[src/rtl/stream_demux.sv]
// 1-to-2 stream demultiplexer with an independent show-ahead FIFO per output.
// Define DEMUX_STATS_EN to add saturating per-output pop counters (out0_count/out1_count).
module stream_demux #(
    parameter int unsigned WIDTH = 32,
    parameter int unsigned DEPTH = 4,
    parameter int unsigned CNT_W = 16
) (
    input  logic             clk,
    input  logic             rst,
    input  logic             in_valid,
    output logic             in_ready,
    input  logic [WIDTH-1:0] in_data,
    input  logic             in_sel,
    output logic             out0_valid,
    input  logic             out0_ready,
    output logic [WIDTH-1:0] out0_data,
    output logic             out1_valid,
    input  logic             out1_ready,
    output logic [WIDTH-1:0] out1_data
`ifdef DEMUX_STATS_EN
    ,
    output logic [CNT_W-1:0] out0_count,
    output logic [CNT_W-1:0] out1_count
`endif
);

    localparam int unsigned PTR_W = $clog2(DEPTH);
    localparam int unsigned CW    = $clog2(DEPTH + 1);

    logic [WIDTH-1:0] mem_q    [2][DEPTH];
    logic [PTR_W-1:0] wr_ptr_q [2];
    logic [PTR_W-1:0] wr_ptr_d [2];
    logic [PTR_W-1:0] rd_ptr_q [2];
    logic [PTR_W-1:0] rd_ptr_d [2];
    logic [CW-1:0]    cnt_q    [2];
    logic [CW-1:0]    cnt_d    [2];

    logic [1:0] full;
    logic [1:0] empty;
    logic [1:0] push;
    logic [1:0] pop;
    logic [1:0] out_ready;

    assign out_ready = {out1_ready, out0_ready};

    // in_ready looks only at registered fullness, so a same-cycle pop never frees a slot.
    always_comb begin
        for (int k = 0; k < 2; k++) begin
            full[k]  = (cnt_q[k] == CW'(DEPTH));
            empty[k] = (cnt_q[k] == '0);
        end
        in_ready = !rst && !full[in_sel];
        push[0]  = in_valid && in_ready && !in_sel;
        push[1]  = in_valid && in_ready && in_sel;
        pop      = ~empty & out_ready;
    end

    always_comb begin
        for (int k = 0; k < 2; k++) begin
            wr_ptr_d[k] = push[k] ? wr_ptr_q[k] + PTR_W'(1) : wr_ptr_q[k];
            rd_ptr_d[k] = pop[k] ? rd_ptr_q[k] + PTR_W'(1) : rd_ptr_q[k];
            unique case ({push[k], pop[k]})
                2'b10:   cnt_d[k] = cnt_q[k] + CW'(1);
                2'b01:   cnt_d[k] = cnt_q[k] - CW'(1);
                default: cnt_d[k] = cnt_q[k];
            endcase
        end
    end

    always_ff @(posedge clk) begin
        if (rst) begin
            for (int k = 0; k < 2; k++) begin
                wr_ptr_q[k] <= '0;
                rd_ptr_q[k] <= '0;
                cnt_q[k]    <= '0;
            end
        end else begin
            for (int k = 0; k < 2; k++) begin
                wr_ptr_q[k] <= wr_ptr_d[k];
                rd_ptr_q[k] <= rd_ptr_d[k];
                cnt_q[k]    <= cnt_d[k];
            end
        end
    end

    // Storage needs no reset: the head is masked to zero whenever the FIFO is empty.
    always_ff @(posedge clk) begin
        for (int k = 0; k < 2; k++) begin
            if (push[k]) begin
                mem_q[k][wr_ptr_q[k]] <= in_data;
            end
        end
    end

    assign out0_valid = !empty[0];
    assign out1_valid = !empty[1];
    assign out0_data  = empty[0] ? '0 : mem_q[0][rd_ptr_q[0]];
    assign out1_data  = empty[1] ? '0 : mem_q[1][rd_ptr_q[1]];

`ifdef DEMUX_STATS_EN
    logic [CNT_W-1:0] stat_q [2];

    always_ff @(posedge clk) begin
        if (rst) begin
            stat_q[0] <= '0;
            stat_q[1] <= '0;
        end else begin
            for (int k = 0; k < 2; k++) begin
                if (pop[k] && (stat_q[k] != '1)) begin
                    stat_q[k] <= stat_q[k] + CNT_W'(1);
                end
            end
        end
    end

    assign out0_count = stat_q[0];
    assign out1_count = stat_q[1];
`else
    // CNT_W only sizes the optional counters.
    logic [CNT_W-1:0] unused_stats;
    assign unused_stats = '0;
`endif

endmodule

[config.mk]
export PLATFORM = sky130hd
export DESIGN_NAME = stream_demux
export DESIGN_NICKNAME = d
export VERILOG_FILES = /design/src/rtl/stream_demux.sv
export SDC_FILE = /design/constraint.sdc
export NUM_CORES = 1
export LEC_CHECK = 0
export BUFFER_PORTS_ARGS = -buffer_cell sky130_fd_sc_hd__buf_2
export CORE_MARGIN = 3
export CORE_UTILIZATION = 45
export CTS_BUF_LIST = sky130_fd_sc_hd__clkbuf_2 sky130_fd_sc_hd__clkbuf_4 sky130_fd_sc_hd__clkbuf_8
export CTS_CLUSTER_DIAMETER = 40
export DETAILED_ROUTE_END_ITERATION = 6
export PLACE_DENSITY = 0.63
export REMOVE_ABC_BUFFERS = 1
export SETUP_SLACK_MARGIN = 0.02
export SKIP_CTS_REPAIR_TIMING = 1
export SLEW_MARGIN = 20
export SYNTH_ARGS = -nofsm -noshare
export SYNTH_HDL_FRONTEND = slang
export SYNTH_SLANG_ARGS = --single-unit
[constraint.sdc]
create_clock -name clk -period 2 [get_ports clk]
set_input_delay 0.2 -clock clk [delete_from_list [all_inputs] [get_ports clk]]
set_output_delay 0.2 -clock clk [all_outputs]
set_load 0.05 [all_outputs]
# [Yosys cells after proc, flatten, opt, wreduce, memory -nomap -nowiden]
# Memory sizes are Yosys's and may differ from the RTL's.
# Index checks and enable logic that the tools add are counted.
[totals] reg_bits=0 mem_bits_rw=270 in_bits=38 elab_cells=87 mem_count=4
[memory_table] name="mem_q" words=2 width=128 rd=2 rd_ports_with_merged_regs=0 write_ports=1 line_no="30" text="logic [WIDTH-1:0] mem_q [2][DEPTH];"
[memory_table] name="cnt_q" words=2 width=3 rd=2 rd_ports_with_merged_regs=0 write_ports=2 line_no="35" text="logic [CW-1:0] cnt_q [2];"
[memory_table] name="rd_ptr_q" words=2 width=2 rd=2 rd_ports_with_merged_regs=0 write_ports=2 line_no="33" text="logic [PTR_W-1:0] rd_ptr_q [2];"
[memory_table] name="wr_ptr_q" words=2 width=2 rd=2 rd_ports_with_merged_regs=0 write_ports=2 line_no="31" text="logic [PTR_W-1:0] wr_ptr_q [2];"
[classes] addsub=8 n_lt_le_gt_ge=7 eq_ne=6 muxes=36 n_bitwise=12 n_reduce_logical=14
[op_table] op="$mux 128" n=4
[op_table] op="$mux 32" n=8
[op_table] op="$bmux 32 s2" n=2
[op_table] op="$demux 32 s2" n=2
[op_table] op="$reduce_or 128->1" n=1
[op_table] op="$mux 2" n=8
[op_table] op="$ge 3x3->1 const B" n=4
[op_table] op="$not 2->3" n=4
[op_table] op="$pmux 3 s2" n=2
[op_table] op="$add 2x1->2 const B" n=4
[op_table] op="$mux 1" n=8
[op_table] op="$add 3x1->3 const B" n=2
[op_table] op="$eq 3x3->1 const B" n=2
[op_table] op="$logic_and 1x1->1" n=6
[op_table] op="$logic_not 3->1" n=2
[op_table] op="$lt 3x1->1 const B" n=2
[op_table] op="$mux 3" n=2
[op_table] op="$or 1x1->1" n=6
[op_table] op="$sub 3x1->3 const B" n=2
[op_table] op="$logic_not 1->1" n=5
[op_table] op="$eq 2x1->1 const B" n=2
[op_table] op="$eq 2x2->1 const B" n=2
[op_table] op="$and 2x2->2" n=1
[op_table] op="$lt 1x2->1 const B" n=1
[op_table] op="$not 2->2" n=1

# [Depth between registers and ports, before layout]
# Gate-level depths: netlist of run 1.
# An unclocked memory read counts as a cell.
[depth] word_depth=12 ltp_mapped=10 depth_no_buf=9

# [Least setup slack after synthesis of run 1]
# No wires, ideal clock.
[synth_timing] path_type="register to register" start="mem cnt_q[0][2] (netlist name)" end="mem cnt_q[0][2] (netlist name)" setup_time_ns=0.071 arrival_time_ns=2.169 required_time_ns=1.929 slack_ns=-0.239 stages_incl_launch_ff=11 period_less_slack_ns=2.239 path_cell_list="dfxtp_1 or3b_1 buf_2 and2_4 inv_1 ha_1 inv_1 fa_1 xor2_1 or3_1 a21oi_1"
[synth_rtl] item="start, declared" line_no="35"

==> reports/summary.json, run 1 <==
{
  "synthMostInstantiatedCell": "edfxtp_1",
  "max_cap_viol": 0,
  "worst_skew_pair.late_latency_ps": 530,
  "avgRoutedWirePerCell_um": 22.4,
  "via_count_of_the_routed_design": 5645,
  "post_drt_via_cell_ratio": 5.21,
  "status": "complete, but fails checks",
  "number_of_i_o_port_buffers": 104,
  "post-route-min-period_ps": 2270,
  "cts_inserted_buffers": 44,
  "max_slew.worst_pin.slew_ps": 577,
  "cp_data_arrival_time_ps": 2070,
  "initial_utilization": 0.462,
  "grt_pass1_wl_um": 34000,
  "post-route-period-util": 1.14,
  "cellPowerDensity_nw_per_um2": 1340,
  "cts_tree": "done",
  "ctsHtreeMaxLevel": 2,
  "number_of_core_rows": 55,
  "worst_ir_drop_vdd_mv": 0.932,
  "routability_congestion_estimate": 0.790,
  "ys.flop_type": "edfxtp_1",
  "postSynthAreaPerCell_um2": 20.7,
  "synth.ff_latch_count": 270,
  "worst_setup_path_end_kind": "primary output",
  "floorplan.die.height_um": 159,
  "routed_wl_um": 24200,
  "remaining_max_slew_budget_at_the_tightest_pin": 0.616,
  "diodes": 0,
  "worstPathBufferInverterCount": 2,
  "max-clock-path-buffers": 3,
  "synth.distinct_cells": 29,
  "drtAntennaViolNets": 0,
  "synth.yosys.seq_area_share": 0.752,
  "netlist.area_leader.share": 0.726,
  "synth.top_cells.by_count": "256 x edfxtp_1, 64 x mux4_2, 64 x nor2b_1",
  "finalNonFillerCells": 1083,
  "antenna_found_initial": 0,
  "clkSinkCount": 270,
  "design_power_total_mw": 19.0,
  "worst_ep_required_time_ps": 1800,
  "final_critical_path_setup_slack_ps": -271,
  "p_leak_nw": 4.91,
  "placeableCoreArea_um2": 22900,
  "skew_ps": 9.47,
  "worstSetupPathType": "reg2out",
  "worst_hold_startpoint": "rst",
  "multi_input_comb_area_um2": 2730,
  "reg_to_reg_startpoint": "cnt_q[0][0]",
  "cp_cell_sequence": "clkbuf_16 > mux4_2 > nor2b_4 > buf_6",
  "setup.worst_path.start_class": "flop",
  "synth-edff-count": 256,
  "pin_count": 105,
  "final_setup_viols": 67,
  "synth_top_cells_by_area": "edfxtp_1 73%, mux4_2 14%, nor2b_1 3.8%",
  "die_x_um": 159,
  "syn_to_final_growth_pct": 33.9,
  "slowest_delay_ps": 510,
  "die-area_um2": 25400,
  "syn-instance-count": 512,
  "unrepaired_setup_endpoints_after_global_routing": "true",
  "total_instance_count_after_detailed_placement": 943,
  "setup-tns-final_ps": -13430,
  "synth_top_area_cell": "edfxtp_1",
  "crit_fanout": 7,
  "track_usage": 0.176,
  "drtIter0Drc": 436,
  "hold_slack_ps": 48.3,
  "root_buffer": "clkbuf_8",
  "register_area_um2": 7990,
  "worst_setup_path_startpoint": "rd_ptr_q[0][2]",
  "first_global_vias": 5770,
  "globalRoute.totalOverflow": 0,
  "drive_above_1_share": 0.490,
  "finalHoldViolations": 0,
  "filler_cell_count": 1632,
  "grt_max_degree": 36,
  "failed_checks": "setup timing",
  "synthesis.area_um2": 10600,
  "synth_async_sr_flop_share": 0,
  "type_of_the_tightest_min_delay_check": "in2reg",
  "yosysWarningCount": 0,
  "critical_path.top_delay_family": "multiplexers",
  "place.detailed.hpwl_um": 12900,
  "finalCoreUtilization": 0.619,
  "achievable-frequency_mhz": 440,
  "slew_violations": 0,
  "post-route-drc-count": 0,
  "critical_path_s_slowest_cell": "mux4_2",
  "detailedRoute.firstPassIterationCount": 5,
  "cts.reportedPaths.clkPinSlew_ps": 60,
  "final_net_count": 784
}
-- area by class of cell --
class,count,share of cell area
sequential,270,0.563
clock inverter,21,0.00847
timing repair buffer,202,0.152
clock buffer,61,0.0521
inverter,16,0.00441
multi-input combinational,200,0.192
tap,313,0.0276
-- cell families (layout without fill, tap and decap cells) --
family | count (synthesis) | in the layout | share of synthesized area
flip-flops | 270 | 270 | 0.752
AND/OR/NAND/NOR | 101 | 101 | 0.0591
multiplexers | 65 | 65 | 0.137
buffers and inverters | 42 | 300 | 0.0217
AO/OA/AOI/OAI | 16 | 16 | 0.00945
adder cells (fa/ha/maj) | 12 | 12 | 0.0156
XOR/XNOR | 6 | 6 | 0.00496
-- report_power, final --
part	leakage, nW	total (mW)	internal (mW)	switching, mW
registers	2.43	6.46	6.34	0.118
logic	2.03	7.90	3.40	4.50
clock network	0.445	4.59	2.53	2.07
-- flip-flops by register name (all words and copies together), names as in the netlist --
| register | flops |
|---|---|
| cnt_q | 6 |
| mem_q | 256 |
| rd_ptr_q | 4 |
| wr_ptr_q | 4 |
-- worst paths after layout --
kind	to	slack, ps	cells after the start
worst max-delay path	out1_data[29]	-270	4
worst min-delay path	cnt_q[0][2]	50	3
worst max register to register	cnt_q[0][2]	-250	9
worst min register to register	wr_ptr_q[0][0]	510	2
-- per-stage QoR --
| step | setup WS (ps) | cell area, µm² |
|---|---|---|
| finish | -271 | 14200 |
| global route | -331 | 14200 |
| CTS | -421 | 12700 |
| detailed placement | -259 | 11900 |
| global placement | -85.1 | 11900 |
| floorplan | -851 | 10400 |
-- worst reg2reg max path, cell delays in order (launching register included) --
cell     delay, ps
dfxtp_2        320
or3b_4         400
and2_4         150
inv_2           60
ha_4           130
inv_2           40
fa_2           370
xor2_2         190
or3_4          400
a21oi_2        130
-- cells in the final DEF, fill, tap and decap left out, types with 3 or more instances in the layout --
cell	count
a21oi_1	3
a21oi_2	3
and3_2	8
buf_12	16
buf_2	38
buf_4	32
buf_6	68
buf_8	6
clkbuf_16	9
clkbuf_4	16
clkbuf_8	45
clkinv_1	14
clkinv_2	3
clkinvlp_4	3
dfxtp_1	6
dfxtp_2	5
dfxtp_4	3
dlygate4sd3_1	33
edfxtp_1	256
ha_1	8
inv_1	10
inv_2	5
mux4_2	64
nand3_1	4
nor2_1	8
nor2b_1	32
nor2b_2	4
nor2b_4	28
o21ai_0	4
xor2_1	4
-- routing by layer --
metal	track usage	wire, µm	up-vias
met5	0	0	-
met4	0.0481	369	0
met3	0.0424	1440	37
met2	0.290	12200	193
met1	0.238	10200	2929
li1	-	-	2486
Note: power is estimated with default switching activity, not from simulation.
==> run 2, diff against run 1 <==
Settings changed: MAX_ROUTING_LAYER set to met4, PLACE_DENSITY 0.63 to 0.6.
Clock period 2 ns to 2.7 ns, I/O delays scaled along.
==> run 2 against run 1 <==
  * The run now ends clean
  * Hold slack worse by 28 ps
  * Combinational power down 52%
  * First-iteration DRC count fell by 9.6%
  * Die area did not move
  * Via count down 6.5%
  * Design area decreased by 11%
  * Clock skew increased by 14 ps
  * Wire length down 10%
  * Flip-flop and latch count unchanged
  * Clock-buffer cell count is 2 lower
  * Largest cell class unchanged
==> reports/summary.json, run 2 (synthesis gave the netlist of run 1 again) <==
{
  "status": "complete, no violations",
  "r2r_path_end": "cnt_q[0][5]",
  "remaining_max_slew_budget_at_the_tightest_pin": 0.562,
  "number_of_core_rows": 55,
  "track_usage": 0.180,
  "placeableCoreArea_um2": 22900,
  "routability_congestion_estimate": 0.761,
  "top_library_cells_by_usage_in_the_layout_fill_and_taps_aside": "256 x edfxtp_1, 104 x buf_2, 64 x mux4_2, 64 x nor2b_1, 49 x clkbuf_8",
  "design_power_total_mw": 12.3,
  "cp_data_arrival_time_ps": 2250,
  "final_net_count": 716,
  "worst_hold_startpoint": "in_data[13]",
  "reg_to_reg_startpoint": "cnt_q[0][5]",
  "worstSetupPathType": "reg2out",
  "syn_to_final_growth_pct": 19.5,
  "hold-path-endpoint": "mem_q[0][237]",
  "total_instance_count_after_detailed_placement": 921,
  "multi_input_comb_area_um2": 2420,
  "type_of_the_tightest_min_delay_check": "in2reg",
  "finalNonFillerCells": 1012,
  "die-area_um2": 25400,
  "detailedRoute.firstPassIterationCount": 4,
  "critical_path_s_slowest_cell": "nor3_4",
  "max-clock-path-buffers": 3,
  "p_leak_nw": 4.31,
  "drtIter0Drc": 394,
  "mostFrequentLayoutCell": "edfxtp_1",
  "crit_fanout": 17,
  "die_x_um": 159,
  "clkSinkCount": 270,
  "grt_pass1_wl_um": 33700,
  "min_delay_path_depth": 1,
  "drtAntennaViolNets": 0,
  "cts_inserted_buffers": 46,
  "post_drt_via_cell_ratio": 5.22,
  "wirelength_met1_um": 9270,
  "unrepaired_setup_endpoints_after_global_routing": "false",
  "pre_cts_ws_ps": 260,
  "floorplan.die.height_um": 159,
  "setup-tns-final_ps": 0,
  "number_of_i_o_port_buffers": 104,
  "achievable-frequency_mhz": 397,
  "skew_ps": 24.0,
  "ff2ff_path_depth": 9,
  "place.detailed.hpwl_um": 12800,
  "cp_cell_sequence": "nor3_4 > buf_4 > nor2b_1 > buf_2",
  "cts.reportedPaths.clkPinSlew_ps": 60,
  "first_global_vias": 5753,
  "largest_register_ff_count": 256,
  "slew_violations": 0,
  "worst_ir_drop_vdd_mv": 0.542,
  "finalHoldViolations": 0,
  "post-route-drc-count": 0,
  "register_area_um2": 7980,
  "post-route-min-period_ps": 2520,
  "grt_max_degree": 36,
  "via_count_of_the_routed_design": 5278,
  "setup.worst_path.start_class": "flop",
  "max_slew.worst_pin.slew_ps": 655,
  "worst_ep_required_time_ps": 2430,
  "post-route-period-util": 0.932,
  "slowest_delay_ps": 590,
  "route.met3.wl_um": 1540,
  "cellPowerDensity_nw_per_um2": 972,
  "filler_cell_count": 1798,
  "avgRoutedWirePerCell_um": 21.5,
  "globalRoute.totalOverflow": 0,
  "ctsHtreeMaxLevel": 2,
  "worstPathBufferInverterCount": 2,
  "diodes": 0,
  "cts_tree": "done",
  "final_setup_viols": 0,
  "finalInstanceArea_um2": 12700,
  "route.met2.wl_um": 10700,
  "max_cap_viol": 0,
  "pin_count": 105,
  "antenna_found_initial": 0,
  "detailed_place.area_um2": 11600,
  "routed_wl_um": 21800,
  "root_buffer": "clkbuf_8",
  "initial_utilization": 0.462,
  "final_critical_path_setup_slack_ps": 184,
  "r2r_slack_ps": 210,
  "worst_skew_pair.late_latency_ps": 540,
  "drive_above_1_share": 0.398,
  "critical_path.top_delay_family": "simple AND/OR/NAND/NOR gates",
  "top_layer_reached_by_signal_wires": "met4",
  "worst_setup_path_end_kind": "primary output"
}
==> run 2: changes by cell type in the layout (fill, tap and decap cells not counted), sizes merged <==
cell	previous run	this run
dlygate4sd3	33	10
clkinv	17	16
clkbuf	70	59
bufinv	1	3
buf	160	122
==> run 2: stage by stage <==
step | utilization | hold slack [ps]
2_1_floorplan | - | 339
3_3_place_gp | 0.507 | 500
3_5_place_dp | 0.507 | 524
4_1_cts | 0.548 | -36.1
5_1_grt | 0.552 | 2.79
6_report | 0.552 | 20.1
==> run 2: report_power, final <==
part | leakage [nW] | switching, mW | internal [mW]
registers | 2.43 | 0.149 | 4.70
logic | 1.39 | 2.67 | 1.14
clock network | 0.485 | 1.54 | 2.11
==> run 2: metal layers <==
| layer | up-vias | global-route usage |
|---|---|---|
| li1 | 2342 | - |
| met1 | 2714 | 0.235 |
| met2 | 190 | 0.290 |
| met3 | 32 | 0.0398 |
| met4 | 0 | 0.0450 |
| met5 | - | - |
==> run 2: layout make-up <==
class                           count  share of cell area
Tap cell                          313              0.0310
Clock inverter                     22              0.0147
Inverter                           16             0.00475
Clock buffer                       59              0.0592
Sequential cell                   270               0.631
Multi-Input combinational cell    200               0.191
Timing Repair Buffer              132              0.0686
==> run 2: how the worst max path moves through the flow <==
stage	depth (start not counted)	slack, ps	start	end
floorplan	2	-220	rd_ptr_q[0][0]	out0_data[0]
global placement	9	360	cnt_q[0][2]	cnt_q[0][2]
detailed placement	9	260	cnt_q[0][5]	cnt_q[0][5]
CTS	4	-20	rd_ptr_q[0][3]	out1_data[21]
global route	4	50	cnt_q[0][5]	out1_data[27]
finish	4	180	cnt_q[0][5]	out1_data[25]
==> run 3, diff against run 2 <==
--- a/config.mk
+++ b/config.mk
@@ -11,3 +11,3 @@
 export CTS_BUF_LIST = sky130_fd_sc_hd__clkbuf_2 sky130_fd_sc_hd__clkbuf_4 sky130_fd_sc_hd__clkbuf_8
-export CTS_CLUSTER_DIAMETER = 40
+export CTS_CLUSTER_DIAMETER = 80
 export DETAILED_ROUTE_END_ITERATION = 6
==> constraint.sdc (replaced) <==
create_clock -name clk -period 2.7 [get_ports clk]
set_input_delay 0 -clock clk [delete_from_list [all_inputs] [get_ports clk]]
set_output_delay 0 -clock clk [all_outputs]
set_load 0.05 [all_outputs]
==> run 3 against run 2 <==
  * Non-clock buffer count grew 27
  * Critical path depth unchanged
  * First-iteration DRC count is 3.8% lower
  * Largest power group unchanged
  * Cell count up 2.4%
==> reports/summary.json, run 3 (synthesis gave the netlist of run 1 again) <==
{
  "drtIter0Drc": 379,
  "r2r_path_end": "cnt_q[0][5]",
  "max_cap_viol": 0,
  "p_leak_nw": 4.37,
  "worst_setup_path_end_kind": "primary output",
  "worst_ir_drop_vdd_mv": 0.756,
  "finalHoldViolations": 0,
  "cts.reportedPaths.clkPinSlew_ps": 60,
  "place.detailed.hpwl_um": 12100,
  "die-area_um2": 25400,
  "placeableCoreArea_um2": 22900,
  "avgRoutedWirePerCell_um": 20.3,
  "remaining_max_slew_budget_at_the_tightest_pin": 0.415,
  "skew_ps": 9.16,
  "max-clock-path-buffers": 3,
  "cts_tree": "done",
  "worst_skew_pair.late_latency_ps": 530,
  "reg_to_reg_startpoint": "cnt_q[0][5]",
  "drtAntennaViolNets": 0,
  "grt_max_degree": 36,
  "first_global_vias": 5614,
  "number_of_i_o_port_buffers": 104,
  "root_buffer": "clkbuf_8",
  "route.met2.wl_um": 10300,
  "crit_fanout": 26,
  "ff2ff_path_depth": 9,
  "top_layer_reached_by_signal_wires": "met4",
  "mostFrequentLayoutCell": "edfxtp_1",
  "status": "complete, no violations",
  "cts_inserted_buffers": 45,
  "filler_cell_count": 1800,
  "unrepaired_setup_endpoints_after_global_routing": "false",
  "setup-tns-final_ps": 0,
  "final_net_count": 742,
  "cellPowerDensity_nw_per_um2": 935,
  "post-route-min-period_ps": 2480,
  "initial_utilization": 0.462,
  "globalRoute.totalOverflow": 0,
  "wirelength_met1_um": 9290,
  "antenna_found_initial": 1,
  "cp_data_arrival_time_ps": 2480,
  "worstSetupPathType": "reg2out",
  "floorplan.die.height_um": 159,
  "track_usage": 0.172,
  "via_count_of_the_routed_design": 5302,
  "final_setup_viols": 0,
  "hold_slack_ps": 32.6,
  "route.met3.wl_um": 1230,
  "drive_above_1_share": 0.382,
  "syn_to_final_growth_pct": 20.6,
  "worst_ep_required_time_ps": 2700,
  "post-route-period-util": 0.918,
  "routability_congestion_estimate": 0.705,
  "max_slew.worst_pin.slew_ps": 877,
  "slew_violations": 0,
  "routed_wl_um": 21000,
  "pin_count": 105,
  "setup.worst_path.start_class": "flop",
  "ctsHtreeMaxLevel": 2,
  "post_drt_via_cell_ratio": 5.12,
  "detailedRoute.firstPassIterationCount": 4,
  "clkSinkCount": 270,
  "top_library_cells_by_usage_in_the_layout_fill_and_taps_aside": "256 x edfxtp_1, 104 x buf_2, 64 x mux4_2, 64 x nor2b_1, 47 x clkbuf_8",
  "number_of_core_rows": 55,
  "type_of_the_tightest_min_delay_check": "in2reg",
  "worst_setup_path_startpoint": "rd_ptr_q[0][1]",
  "die_x_um": 159,
  "post-route-drc-count": 0,
  "largest_register_ff_count": 256,
  "min_delay_path_depth": 4,
  "achievable-frequency_mhz": 404,
  "r2r_slack_ps": 240,
  "worst_setup_path_endpoint": "out0_data[28]",
  "grt_pass1_wl_um": 32500
}
==> run 3: cell types whose count changed in the layout (fill, tap and decap cells not counted), sizes merged <==
cell / delta
clkinv: -6
clkbuf: +6
bufinv: -3
dlygate4sd3: +28
clkinvlp: -1
diode: +1
buf: -1
==> run 3: area by class of cell <==
cell class | count | area, µm² | area share
clock buffers | 65 | 782 | 0.0612
inverters | 16 | 60.1 | 0.00470
flip-flops and latches | 270 | 7980 | 0.624
multi-input cells | 200 | 2420 | 0.189
clock inverters | 12 | 58.8 | 0.00460
repair buffers | 159 | 1090 | 0.0854
diodes | 1 | 2.50 | 0.000196
well taps | 313 | 392 | 0.0306
==> run 3: worst max-delay path: stages, from the launching register on <==
cell     delay [ps]
dfxtp_2         880
buf_4           340
mux4_2          200
nor2b_1         220
buf_2           310
==> run 3: where the power goes <==
group / total, mW / switching (mW) / internal [mW]
clock network: 3.33 / 1.48 / 1.85
registers: 4.84 / 0.141 / 4.69
logic: 3.77 / 2.62 / 1.15
total: 11.9 / 4.25 / 7.70
==> run 3: through the flow <==
step / setup slack [ps] / utilization / cells / power, mW / area (µm²)
floorplan: 48.7 / - / 486 / 7.66 / 10400
global placement: 356 / 0.504 / 920 / 8.69 / 11600
detailed placement: 277 / 0.504 / 920 / 8.73 / 11600
CTS: 143 / 0.541 / 997 / 12.1 / 12400
global route: 67.5 / 0.558 / 1036 / 12.5 / 12800
finish: 222 / 0.558 / 1036 / 11.9 / 12800
==> run 3: layer usage <==
layer | track usage | vias up
li1 | - | 2387
met1 | 0.227 | 2735
met2 | 0.274 | 159
met3 | 0.0421 | 21
met4 | 0.0410 | 0
met5 | - | -
==> run 3: how the worst min path moves through the flow <==
| stage | slack [ps] | from | to |
|---|---|---|---|
| 2_1_floorplan | 70 | rst | cnt_q[0][2] |
| 6_report | 30 | in_valid | wr_ptr_q[0][2] |
| 3_5_place_dp | 270 | in_data[27] | mem_q[0][219] |
| 5_1_grt | 20 | in_valid | wr_ptr_q[0][3] |
| 4_1_cts | -310 | in_data[27] | mem_q[0][59] |
| 3_3_place_gp | 260 | in_data[7] | mem_q[0][71] |
